===== src/rtl/icache_refill_ctrl.sv =====
// icache_refill_ctrl
//   Miss-refill engine between the instruction cache and the instruction
//   memory read port. A cache miss on PcIn starts a burst of PREFETCH_DEPTH
//   sequential word reads from the word-aligned miss PC. The burst issues one
//   read request at a time. Each OKAY response is forwarded to the cache as a
//   single-cycle write strobe.
//
// Ports
//   Clk, Rst        clock (rising edge) and asynchronous active-high reset
//   PcIn            current fetch PC, the same PC the cache looks up
//   CacheMissing    cache miss indication for PcIn
//   FlushIn         pipeline redirect; the current refill is abandoned
//   MemArValid/MemArAddr/MemArReady   read-address channel
//   MemRValid/MemRData/MemRResp/MemRReady  read-data channel (resp 00 = OKAY)
//   RefillValid/RefillAddr/RefillInst write strobe, word address and data to the cache
//   RefillBusy      high while a refill is in progress
//   RefillError     one-cycle pulse when a response carries an error
//   DbgState        current FSM state, for debug and checkers
//
// Handshake rule (both memory channels): a transfer happens on a rising edge
// where valid and ready are both high. Once raised, MemArValid and MemArAddr
// stay constant until that transfer, and a flush does not withdraw them.
// MemRReady is only high while waiting for the single outstanding response.
module icache_refill_ctrl #(
    parameter int ADDR_W         = 64,
    parameter int INST_W         = 32,
    parameter int PREFETCH_DEPTH = 4
) (
    input  logic              Clk,
    input  logic              Rst,
    input  logic [ADDR_W-1:0] PcIn,
    input  logic              CacheMissing,
    input  logic              FlushIn,
    output logic              MemArValid,
    output logic [ADDR_W-1:0] MemArAddr,
    input  logic              MemArReady,
    input  logic              MemRValid,
    input  logic [INST_W-1:0] MemRData,
    input  logic [1:0]        MemRResp,
    output logic              MemRReady,
    output logic              RefillValid,
    output logic [ADDR_W-1:0] RefillAddr,
    output logic [INST_W-1:0] RefillInst,
    output logic              RefillBusy,
    output logic              RefillError,
    output logic [1:0]        DbgState
);

    localparam int CNT_W = (PREFETCH_DEPTH > 1) ? $clog2(PREFETCH_DEPTH) : 1;
    localparam logic [CNT_W-1:0]  CNT_ONE    = CNT_W'(1);
    localparam logic [CNT_W-1:0]  CNT_LAST   = CNT_W'(PREFETCH_DEPTH - 1);
    localparam logic [ADDR_W-1:0] ALIGN_MASK = ~ADDR_W'(3);

    typedef enum logic [1:0] {
        IDLE = 2'd0,
        REQ  = 2'd1,
        WAIT = 2'd2
    } state_t;

    state_t             state;
    logic [ADDR_W-1:0]  base;
    logic [CNT_W-1:0]   count;
    logic               drop;

    logic               trigger;
    logic               respOkay;
    logic [ADDR_W-1:0]  alignedPc;
    logic [ADDR_W-1:0]  curAddr;
    logic [ADDR_W-1:0]  nextAddr;

    // RefillValid high in IDLE means the last word is being written this
    // cycle; the cache still reports a miss for it, so do not restart.
    assign trigger   = CacheMissing & ~FlushIn & ~RefillValid;
    assign respOkay  = (MemRResp == 2'b00);
    assign alignedPc = PcIn & ALIGN_MASK;
    // Address arithmetic wraps naturally at the top of the address space.
    assign curAddr   = base + (ADDR_W'(count) << 2);
    assign nextAddr  = base + (ADDR_W'(count + CNT_ONE) << 2);
    assign DbgState  = state;

    always_ff @(posedge Clk or posedge Rst) begin
        if (Rst) begin
            state       <= IDLE;
            base        <= '0;
            count       <= '0;
            drop        <= 1'b0;
            MemArValid  <= 1'b0;
            MemArAddr   <= '0;
            MemRReady   <= 1'b0;
            RefillValid <= 1'b0;
            RefillAddr  <= '0;
            RefillInst  <= '0;
            RefillBusy  <= 1'b0;
            RefillError <= 1'b0;
        end else begin
            // Cache-side outputs are single-cycle pulses unless set below.
            RefillValid <= 1'b0;
            RefillAddr  <= '0;
            RefillInst  <= '0;
            RefillError <= 1'b0;

            case (state)
                IDLE: begin
                    if (trigger) begin
                        base       <= alignedPc;
                        count      <= '0;
                        drop       <= 1'b0;
                        MemArValid <= 1'b1;
                        MemArAddr  <= alignedPc;
                        RefillBusy <= 1'b1;
                        state      <= REQ;
                    end
                end

                REQ: begin
                    if (FlushIn) begin
                        drop <= 1'b1;
                    end
                    if (MemArReady) begin
                        MemArValid <= 1'b0;
                        MemArAddr  <= '0;
                        MemRReady  <= 1'b1;
                        state      <= WAIT;
                    end
                end

                WAIT: begin
                    if (MemRValid) begin
                        MemRReady <= 1'b0;
                        if (respOkay && !drop && !FlushIn) begin
                            RefillValid <= 1'b1;
                            RefillAddr  <= curAddr;
                            RefillInst  <= MemRData;
                        end
                        if (!respOkay) begin
                            RefillError <= 1'b1;
                            RefillBusy  <= 1'b0;
                            state       <= IDLE;
                        end else if (count == CNT_LAST || drop || FlushIn) begin
                            RefillBusy <= 1'b0;
                            state      <= IDLE;
                        end else begin
                            count      <= count + CNT_ONE;
                            MemArValid <= 1'b1;
                            MemArAddr  <= nextAddr;
                            state      <= REQ;
                        end
                    end else if (FlushIn) begin
                        // Remember the flush; the outstanding response is
                        // still drained but not written.
                        drop <= 1'b1;
                    end
                end

                default: begin
                    state <= IDLE;
                end
            endcase
        end
    end

endmodule


===== config.mk =====
export PLATFORM = sky130hd
export DESIGN_NAME = icache_refill_ctrl
export DESIGN_NICKNAME = d
export VERILOG_FILES = /design/src/rtl/icache_refill_ctrl.sv
export SDC_FILE = /design/constraint.sdc
export NUM_CORES = 1
export LEC_CHECK = 0
export BUFFER_PORTS_ARGS = -buffer_cell sky130_fd_sc_hd__buf_2
export CAP_MARGIN = 20
export CORE_ASPECT_RATIO = 0.9
export CORE_MARGIN = 1
export CORE_UTILIZATION = 45
export DETAILED_ROUTE_END_ITERATION = 16
export PLACE_DENSITY = 0.67
export SETUP_SLACK_MARGIN = 0.3
export SLEW_MARGIN = 20
export SYNTH_ARGS = -nofsm -noshare
export SYNTH_HDL_FRONTEND = slang
export SYNTH_SLANG_ARGS = --single-unit

===== constraint.sdc =====
create_clock -name Clk -period 13.8 [get_ports Clk]
set_input_delay 2.76 -clock Clk [delete_from_list [all_inputs] [get_ports Clk]]
set_output_delay 2.76 -clock Clk [all_outputs]
set_load 0.05 [all_outputs]

After elaboration in Yosys (flattened, before gate mapping):

Index checks and enable logic that the tools add are counted.

* register bits after elaboration: 232
* input bits: 104
* output and inout port bits: 167

* reductions and logical operators: 18
* bitwise logic cells: 4
* muxes and demuxes: 46
* add/sub/neg operators: 4
* equality and inequality tests: 10

Operators by type and width (number)
* $mux W64: 8
* $pmux W64 S3: 1
* $mux W32: 3
* $add A64 B4 Y64: 1
* $add A64 B5 Y64: 1
* $mux W1: 21
* $mux W2: 7
* $ne A2 B2 Y1 const B: 6
* $reduce_and A3 Y1: 3
* $pmux W1 S3: 2
* $pmux W2 S3: 1
* $reduce_and A6 Y1: 1
* $reduce_and A5 Y1: 1
* $eq A2 B2 Y1 const B: 2
* $logic_not A2 Y1: 2
* $pmux W1 S2: 2
* $pmux W2 S2: 1
* $reduce_and A4 Y1: 1
* $reduce_bool A2 Y1: 2
* $add A2 B1 Y3 const B: 1
* $ne A3 B3 Y1 const B: 1
* $reduce_bool A3 Y1: 1
* $add A2 B1 Y2 const B: 1
* $and A1 B1 Y1: 2
* other kinds (6): 10

Depth between registers and ports, before layout:

Gate-level depths: netlist of run 1.

* word-level depth: 7
* gate-level depth with buffers: 9
* gate-level depth less buffers: 9

Worst setup path after synthesis of run 1:

OpenSTA, ideal clock, no wires.

* path kind: input port to flip-flop
* from: input port FlushIn
* to: register MemArAddr[15]
* setup time: 0.126 ns
* path buffers: 2
* arrival: 4.121 ns
* cell stages on the path: 7
* slack: 9.553 ns
* required time: 13.674 ns
* path through: nor4_2 -> nand2b_1 -> a211o_1 -> buf_2 -> clkbuf_1 -> a221oi_1 -> nor2_1

* word-level cells in the longest chain between the ends: 5

RTL lines
* from (decl): RTL line 33 `input logic FlushIn,`
* $not A1 Y1: RTL line 73 `assign trigger = CacheMissing & ~FlushIn & ~RefillValid;`
* $and A1 B1 Y1 (2 in a row): RTL line 73
* $ne A2 B2 Y1 (no source line)
* $reduce_and A6 Y1 (no source line) (*)
* to (signal assigned): RTL line 109 `MemArAddr <= alignedPc;`
* to (signal assigned): RTL line 145 `MemArAddr <= nextAddr;`
* to (decl): RTL line 35 `output logic [ADDR_W-1:0] MemArAddr,`

Every way passes the cells marked *; elsewhere a longest branch is shown, timed or not.
A chain may end at the register's enable or synchronous reset.

Final worst setup path of run 1:

* from: input port FlushIn
* to: register MemArAddr[57]

Same word-level chain as after synthesis.

==> results of run 1 <==
layout by cell type, fill, tap and decap left out, types with 5 or more instances in the layout:
master | synthesis | final
and3_1 | 24 | 24
nand4_1 | 29 | 29
nand3_1 | 33 | 32
nand4_2 | 7 | 7
nor4_1 | 14 | 14
dfrtp_1 | 228 | 228
o21ai_0 | 31 | 31
buf_4 | 26 | 9
clkbuf_1 | 37 | 12
ha_1 | 11 | 11
nor2_1 | 177 | 177
nor3_2 | 4 | 5
nand2_1 | 58 | 58
nand2b_1 | 5 | 5
or3_1 | 6 | 6
and4_1 | 6 | 6
inv_1 | 11 | 10
buf_2 | 18 | 264
a221oi_1 | 27 | 27
mux2_2 | 61 | 61
xor2_1 | 38 | 38
xnor2_1 | 70 | 70
nor3_1 | 29 | 28
nor2b_1 | 8 | 8
nor4_2 | 6 | 6
o22ai_1 | 15 | 15
a21oi_1 | 51 | 51
clkbuf_16 | 0 | 24
and2_1 | 36 | 36
stage by stage:
step / setup slack, ps / util [%] / std cells
global route: 8570 / 55.2 / 1680
global placement: 8260 / 52.1 / 1636
detailed placement: 8180 / 52.1 / 1636
floorplan: 4790 / - / 1114
finish: 8720 / 55.2 / 1680
CTS: 8730 / 55.2 / 1680
power breakdown:
group	switching, µW	leakage, µW	internal, µW
combinational	943	0.00288	463
clock	264	0.000371	372
sequential	285	0.00292	873
final cells by class:
type / instances / share of cell area, %
tap: 336 / 3.11
timing repair buffer: 273 / 10.3
clock inverter: 6 / 0.677
sequential: 228 / 42.3
multi-input combinational: 787 / 38.3
clock buffer: 38 / 4.99
inverter: 12 / 0.389
state kept, by name (all words and copies together) (netlist names), 2 cells and up:
name	cells
DbgState	2
RefillAddr	62
RefillInst	32
MemArAddr	62
count	2
base	62
critical path, delay by kind of cell:
family / cells / cell delay (ps)
compound gates: 2 / 640
buf+inv: 2 / 760
simple gates: 3 / 1300
routing by layer:
layer | track usage (%) | vias up | wire length, µm
li1 | - | 4254 | -
met1 | 36.7 | 4481 | 14900
met2 | 39.2 | 435 | 15000
met3 | 5.92 | 58 | 2890
met4 | 7.85 | 2 | 996
met5 | 0 | - | 13
cells by family after synthesis:
| family | Yosys count |
|---|---|
| compound gates | 145 |
| xor+xnor | 108 |
| fa+ha+maj | 13 |
| buf+inv | 99 |
| flops | 228 |
| mux | 62 |
| other cells | 1 |
| simple gates | 455 |
worst min-delay path by stage:
stage / from / endpoint / slack (ps) / cells past startpoint
after global routing: MemArAddr[38] / MemArAddr[38] / 520 / 2
after global placement: MemArAddr[20] / MemArAddr[20] / 460 / 2
after CTS: MemArAddr[14] / MemArAddr[14] / 480 / 2
after detailed placement: MemArAddr[14] / MemArAddr[14] / 470 / 2
after floorplan: base[2] / base[2] / 520 / 1
final: MemArAddr[20] / MemArAddr[20] / 480 / 2
==> out/results.tsv, run 1 <==
stage	metric	value	unit
setup_path	type of origin of the critical path	input pin	
clock_network	CTS tree	done	
power_and_ir_drop	peak supply drop	0.137	mV
synthesis	Synth Area in Compound Gates	8.20	%
synthesis	cells after synthesis	1111	
synthesis	Post-synth top flop	dfrtp_1	
setup_path	cells along the critical path	buf_2, nor4_2, nand2b_1, a211oi_4, buf_4, nand2_1, o22ai_1	
clock_network	clock root buffer	clkbuf_16	
route	DRC Markers	0	
clock_network	Setup Buffers After CTS	0	
setup_path	FF-to-FF setup slack	10270	ps
synthesis	#FFs+latches synth	228	
layout	NumNets Final	1443	
route	Vias/cell	5.49	
layout	Reg area	0.00571	mm²
global_route	first-pass GRT wire length	51.6	mm
layout	ant diodes	0	
sta	final hold slack	479	ps
clock_network	total CTS buffers	24	
sta	Relative slew margins	34.0	%
synthesis	multiplexer share of the synthesized area	6.15	%
setup_path	crit end category	flip-flop	
setup_path	CP max-delay cell	nand2_1	
layout	fillers	2236	
sta	Worst-Margin Slew	984	ps
power_and_ir_drop	Cell Pwr Density	237	mW/mm²
global_route	Total GRT Usage	25.9	%
placement	area of placed instances	0.0127	mm²
setup_path	FF-to-FF Start	DbgState[0]	
setup_path	RR Endpoint	MemArAddr[57]	
clock_network	htree depth	1	
global_route	vias in the first global route	8911	
synthesis	Yosys cell types	52	
setup_path	Slowest Stage Delay on Critical Path	660	ps
power_and_ir_drop	Final Power	3200	µW
placement	GPL Wtd Cong	0.891	
floorplan	number of cell rows	54	
synthesis	yosys warns	0	
clock_network	clk slew on worst S/H paths	60	ps
route	Iter 0 DRT Violations	712	
clock_network	worst skew pair latency	530	ps
flow_run	Max Cap Violations	0	
floorplan	Die Wd	169	µm
synthesis	Mean Syn Cell Area	10.2	µm²
synthesis	cell with the most instances after synthesis	dfrtp_1	
sta	final setup skew	15.5	ps
synthesis	ranking of synthesized cells by area	dfrtp_1 50%, mux2_2 6.1%, nor2_1 5.9%	
floorplan	# IOs	271	
status	outcome	finished, final reports clean	
sta	final slew viol count	0	
sta	final worst path period share	36.8	%
global_route	largest net degree at the start of global routing	113	
setup_path	CP arrival	5510	ps
synthesis	simple-gate area share of the yosys netlist	21.0	%
floorplan	core area	0.0245	mm²
setup_path	Worst Setup EP	MemArAddr[57]	
power_and_ir_drop	Pleak	0.00617	µW
clock_network	quantity of gates resized following cts	0	
layout	Layout area overhead	19.0	%
layout	Design Area, Final	0.0135	mm²
setup_path	CP Max Fanout	62	
synthesis	synthesized area	0.0113	mm²
synthesis	Synth Area in XOR/XNOR	8.34	%
clock_network	Sink Count	228	
placement	hpwl dp	23.6	mm
sta	Final setup viols	0	
route	iteration count of the initial detailed-routing pass	5	
synthesis	cell taking the most area after synthesis	dfrtp_1	
setup_path	crit path from	FlushIn	
setup_path	Worst Path Required	14240	ps
floorplan	Initial Utilization	46.4	%
min_path	worst min-delay path category	flip-flop to flip-flop	
synthesis	main combinational cell family by area after synthesis	simple AND/OR/NAND/NOR gates	
sta	Final Hold Vio Count	0	
floorplan	full die area	0.0258	mm²
route	final WL	33.8	mm
global_route	gr ovfl total	0	
sta	Max Clock Freq	197	MHz
route	WL per Instance	20.1	µm
global_route	initial antenna violation count	1	
floorplan	chip height	153	µm
route	Antenna Violating Nets Remaining	0	
synthesis	Adder-Cell Fraction of Synth Area	1.57	%
sta	fin crit period	5080	ps
clock_network	Longest Clk Path Bufs	3	
synthesis	top cell type's share of synthesized area	50.3	%
setup_path	worst-case reg-to-reg path depth	8	
setup_path	type of the worst setup path	input pin to flip-flop	
synthesis	sequential share of the synthesized area	50.3	%
synthesis	Post-synth ARST share	100	%
clock_network	Post-CTS Hold Buffers	0	
synthesis	Post-synth EDFFs	0	
sta	setup TNS	0	ps
synthesis	top post-synthesis cells by count	228 x dfrtp_1, 177 x nor2_1, 70 x xnor2_1, 61 x mux2_2, 58 x nand2_1	
route	total number of vias	9230	
sta	RSZ-0062 raised after global routing	no	
placement	number of port buffers	264	
layout	area of the multi-input gates	0.00517	mm²
layout	layout cells sized above 1	29.7	%
(Power assumes the default switching activity.)
==> run 2, diff against run 1 <==
==> constraint.sdc (replaced) <==
create_clock -name Clk -period 5.2 [get_ports Clk]
set_input_delay 1.04 -clock Clk [delete_from_list [all_inputs] [get_ports Clk]]
set_output_delay 1.04 -clock Clk [all_outputs]
set_load 0.05 [all_outputs]
==> run 2 against run 1 <==
Compared with the run above:
- worst hold slack got worse by 21 ps
- power rose to 2.7 times the previous value
- worst setup slack worse by 6800 ps
- global-route usage rose by 0.63 points
- count of clock-buffer cells in the layout increased by 2
- combinational power rose to 2.7 times the previous value
- routed wire length decreased by 0.19%
- largest power group unchanged
==> out/results.tsv, run 2 (synthesis gave the netlist of run 1 again) <==
stage	metric	value	unit
status	outcome	finished, final reports clean	
sta	Worst-Margin Slew	933	ps
sta	final setup skew	14.1	ps
sta	final worst path period share	62.9	%
clock_network	total CTS buffers	25	
layout	fillers	2232	
sta	Relative slew margins	37.8	%
route	DRC Markers	0	
flow_run	Max Cap Violations	0	
setup_path	CP arrival	3710	ps
floorplan	Die Wd	169	µm
global_route	initial antenna violation count	2	
global_route	Total GRT Usage	26.5	%
clock_network	worst skew pair latency	520	ps
route	WL per Instance	20.1	µm
placement	hpwl dp	24.0	mm
power_and_ir_drop	Pleak	0.00620	µW
clock_network	htree depth	1	
route	total number of vias	9343	
global_route	gr ovfl total	0	
floorplan	Initial Utilization	46.4	%
layout	Design Area, Final	0.0136	mm²
sta	Final Hold Vio Count	0	
sta	Max Clock Freq	306	MHz
sta	Final setup viols	0	
floorplan	chip height	153	µm
clock_network	Setup Buffers After CTS	0	
setup_path	CP Max Fanout	46	
power_and_ir_drop	peak supply drop	0.367	mV
setup_path	type of the worst setup path	flip-flop to flip-flop	
route	final WL	33.8	mm
setup_path	crit end category	flip-flop	
floorplan	full die area	0.0258	mm²
global_route	first-pass GRT wire length	53.1	mm
route	Antenna Violating Nets Remaining	0	
layout	ant diodes	0	
layout	layout cells sized above 1	30.0	%
floorplan	number of cell rows	54	
clock_network	quantity of gates resized following cts	0	
clock_network	Sink Count	228	
placement	number of port buffers	264	
layout	commonest non-fill, non-tap cells in the layout	264 x buf_2, 228 x dfrtp_1, 177 x nor2_1	
layout	Non-Filler Instances	1681	
clock_network	Longest Clk Path Bufs	3	
setup_path	type of origin of the critical path	flip-flop	
layout	top flop regs	MemArAddr: 62 flops, RefillAddr: 62 flops, base: 62 flops	
placement	area of placed instances	0.0128	mm²
floorplan	core area	0.0245	mm²
clock_network	Post-CTS Hold Buffers	0	
layout	NumNets Final	1446	
sta	setup TNS	0	ps
route	iteration count of the initial detailed-routing pass	7	
global_route	vias in the first global route	9019	
clock_network	CTS tree	done	
route	Iter 0 DRT Violations	806	
floorplan	# IOs	271	
clock_network	clk slew on worst S/H paths	60	ps
power_and_ir_drop	Cell Pwr Density	631	mW/mm²
sta	final slew viol count	0	
power_and_ir_drop	Final Power	8550	µW
setup_path	Worst Path Required	5640	ps
sta	RSZ-0062 raised after global routing	no	
min_path	worst min-delay path category	input pin to async pin	
placement	dpl cells	1638	
placement	GPL Wtd Cong	0.894	
layout	commonest non-fill, non-tap cell in the layout	buf_2	
layout	Final Util	55.4	%
sta	fin crit period	3270	ps
clock_network	clock root buffer	clkbuf_16	
global_route	largest net degree at the start of global routing	124	
layout	Layout area overhead	19.5	%
route	Vias/cell	5.56	
[run 2: cell types whose count changed in the layout (fill, tap and decap cells not counted), sizes merged]
cell,previous run,this run
buf,273,275
clkbuf,38,40
bufinv,2,1
clkinv,5,2
clkinvlp,0,1
[run 2: routing by layer]
| layer | wire, µm | share of wire (%) | vias up | global-route usage (%) |
|---|---|---|---|---|
| li1 | - | - | 4277 | - |
| met1 | 14900 | 44 | 4551 | 37.5 |
| met2 | 15100 | 45 | 443 | 40.7 |
| met3 | 2850 | 8.4 | 68 | 5.61 |
| met4 | 935 | 2.8 | 4 | 7.72 |
| met5 | 23 | 0.068 | - | 0 |
[run 2: worst paths after layout]
| kind | startpoint | endpoint | slack (ps) | cells past startpoint |
|---|---|---|---|---|
| max in group asynchronous | Rst | MemArAddr[11] | 3750 | 3 |
| min | Rst | RefillAddr[51] | 460 | 2 |
| min reg2reg | MemArValid | MemArValid | 490 | 2 |
| min in group Clk | MemArValid | MemArValid | 490 | 2 |
| max | DbgState[0] | MemArAddr[32] | 1930 | 8 |
| max reg2reg | DbgState[0] | MemArAddr[32] | 1930 | 8 |
[run 2: metrics by stage]
step                hold WS, ps  setup slack (ps)
detailed placement          476              1760
global route                463              1660
CTS                         448              1920
floorplan                   517              1180
finish                      458              1930
global placement            461              1820
[run 2: where the power goes]
part           total, µW  internal (µW)  switching [µW]
Combinational       3740           1230            2510
Clock               1740           1030             707
Sequential          3070           2320             749
[run 2: area by class of cell]
| type | instances | area, µm² | area share, % |
|---|---|---|---|
| clock buffers | 40 | 752 | 5.55 |
| clock inverters | 3 | 43.8 | 0.323 |
| inverters | 12 | 48.8 | 0.360 |
| multi-input cells | 787 | 5170 | 38.1 |
| flip-flops and latches | 228 | 5710 | 42.1 |
| well taps | 336 | 420 | 3.10 |
| repair buffers | 275 | 1420 | 10.4 |
[run 2: worst max-delay path, stage by stage, from the launching register on]
cell	delay, ps
dfrtp_1	450
inv_1	110
ha_1	600
nand2b_1	210
o211ai_1	330
a211o_2	830
buf_4	410
a221oi_1	90
nor2_1	160
==> run 3, diff against run 2 <==
--- a/config.mk
+++ b/config.mk
@@ -11,7 +11,7 @@
 export CORE_MARGIN = 1
 export CORE_UTILIZATION = 45
 export DETAILED_ROUTE_END_ITERATION = 16
-export PLACE_DENSITY = 0.67
+export PLACE_DENSITY = 0.7
 export SETUP_SLACK_MARGIN = 0.3
 export SLEW_MARGIN = 20
 export SYNTH_ARGS = -nofsm -noshare
==> constraint.sdc (replaced) <==
create_clock -name Clk -period 2.9 [get_ports Clk]
set_input_delay 0.58 -clock Clk [delete_from_list [all_inputs] [get_ports Clk]]
set_output_delay 0.58 -clock Clk [all_outputs]
set_load 0.05 [all_outputs]
==> run 3 against run 2 <==
Compared with the run above:
- critical path depth is 2 higher
- combinational power grew 91%
- cell count grew 2.9%
- register-to-register slack worse by 1500 ps
- via count is 1.6% higher
- clock power up 93%
- clock skew increased by 1.3 ps
- critical endpoint is now MemArAddr[41]
- highest routed layer unchanged
==> out/results.tsv, run 3 (synthesis gave the netlist of run 1 again) <==
stage	metric	value	unit
setup_path	crit end category	flip-flop	
setup_path	worst-case reg-to-reg path depth	10	
sta	Final setup viols	0	
global_route	first-pass GRT wire length	52.7	mm
flow_run	Max Cap Violations	0	
global_route	gr ovfl total	0	
setup_path	CP arrival	2970	ps
layout	commonest non-fill, non-tap cell in the layout	buf_2	
layout	commonest non-fill, non-tap cells in the layout	264 x buf_2, 228 x dfrtp_1, 176 x nor2_1	
sta	Max Clock Freq	397	MHz
placement	number of port buffers	264	
floorplan	Die Wd	169	µm
layout	layout cells sized above 1	33.6	%
power_and_ir_drop	Cell Pwr Density	1130	mW/mm²
route	Antenna Violating Nets Remaining	0	
placement	area of placed instances	0.0131	mm²
route	total number of vias	9492	
clock_network	total CTS buffers	25	
clock_network	Sink Count	228	
sta	fin crit period	2520	ps
placement	GPL Wtd Cong	0.971	
global_route	Total GRT Usage	26.3	%
layout	Layout area overhead	24.4	%
floorplan	full die area	0.0258	mm²
sta	final setup skew	15.4	ps
clock_network	clock root buffer	clkbuf_16	
clock_network	clk slew on worst S/H paths	60	ps
layout	fillers	2185	
sta	Worst-Margin Slew	855	ps
layout	Final Util	57.7	%
status	outcome	finished, final reports clean	
floorplan	core area	0.0245	mm²
setup_path	CP Max Fanout	7	
sta	Relative slew margins	43.0	%
sta	final hold slack	195	ps
route	DRC Markers	0	
global_route	largest net degree at the start of global routing	154	
setup_path	crit path from	count[0]	
clock_network	CTS tree	done	
setup_path	FF-to-FF setup slack	380	ps
power_and_ir_drop	peak supply drop	0.818	mV
floorplan	chip height	153	µm
floorplan	# IOs	271	
route	WL per Instance	19.7	µm
sta	Final Hold Vio Count	0	
setup_path	Worst Path Required	3350	ps
power_and_ir_drop	Pleak	0.00648	µW
sta	RSZ-0062 raised after global routing	yes	
layout	Design Area, Final	0.0141	mm²
setup_path	type of origin of the critical path	flip-flop	
min_path	worst min-delay path category	input pin to async pin	
route	iteration count of the initial detailed-routing pass	5	
layout	NumNets Final	1486	
layout	top flop regs	MemArAddr: 62 flops, RefillAddr: 62 flops, base: 62 flops	
global_route	vias in the first global route	9101	
route	Vias/cell	5.49	
clock_network	htree depth	1	
global_route	initial antenna violation count	8	
setup_path	type of the worst setup path	flip-flop to flip-flop	
setup_path	FF-to-FF Start	count[0]	
clock_network	Longest Clk Path Bufs	3	
sta	final worst path period share	86.9	%
floorplan	Initial Utilization	46.4	%
sta	final slew viol count	0	
floorplan	number of cell rows	54	
route	Iter 0 DRT Violations	840	
route	final WL	34.1	mm
clock_network	worst skew pair latency	540	ps
setup_path	RR Endpoint	MemArAddr[41]	
placement	hpwl dp	24.1	mm
run 3: cell count changes in the layout (fill, tap and decap cells not counted), moves of 3 or more:
cell	change
buf_12	+5
clkbuf_8	-4
buf_4	+34
clkinv_2	+4
clkinvlp_4	+3
diode_2	+5
bufinv_16	+3
ha_1	-3
clkbuf_1	-5
run 3: power breakdown:
| part | leakage [µW] | total, µW | internal, µW | switching, µW |
|---|---|---|---|---|
| logic | 0.00314 | 7160 | 2450 | 4720 |
| clock network | 0.000423 | 3360 | 2030 | 1330 |
| registers | 0.00292 | 5460 | 4150 | 1310 |
run 3: area by class of cell:
class                   instances  area (µm²)  area share [%]
well taps                     336         420            2.98
multi-input cells             787        5270            37.3
repair buffers                315        1780            12.6
clock buffers                  31         678            4.81
inverters                      12        48.8           0.346
flip-flops and latches        228        5710            40.4
diodes                          5        12.5          0.0887
clock inverters                15         194            1.37
run 3: how the worst max path moves through the flow:
stage / slack [ps] / end / cells after the start
after detailed placement: 90 / MemArAddr[34] / 9
after global routing: 280 / MemArAddr[34] / 9
after CTS: 180 / MemArAddr[34] / 9
after floorplan: -660 / DbgState[0] / 1
after global placement: 140 / MemArAddr[22] / 8
final: 380 / MemArAddr[41] / 10
run 3: routing by layer:
layer  global-route usage [%]  up-vias  part of all wire [%]
li1                         -     4357                     -
met3                     5.82       72                   8.7
met1                     37.0     4619                    43
met5                        0        -                  0.10
met4                     8.71        6                   3.0
met2                     40.0      438                    45
run 3: repair_timing:
action / CTS / global route
setup endpoints to repair: 38 / 49
pin swaps: 1 / 5
hold buffers: 0 / 0
buffers inserted: 3 / 3
resized for setup: 8 / 15
hold endpoints to repair: 0 / 0
run 3: metrics by stage:
| stage | power (µW) | setup TNS [ps] | setup WS (ps) | std cells |
|---|---|---|---|---|
| floorplan | 10600 | -150480 | -660 | 1114 |
| global placement | 12300 | 0 | 136 | 1672 |
| detailed placement | 12500 | 0 | 91.9 | 1672 |
| global route | 16800 | 0 | 280 | 1727 |
| finish | 16000 | 0 | 380 | 1729 |
| CTS | 15900 | 0 | 182 | 1721 |
run 3: worst max-delay path, cell delays in order (launching register included):
cell       delay [ps]
dfrtp_1           410
ha_2              230
ha_4              290
buf_4             140
a21oi_4            90
a2111oi_4         420
buf_6             180
nand4_4           160
buf_4             220
xor2_1            130
o21ai_1           160
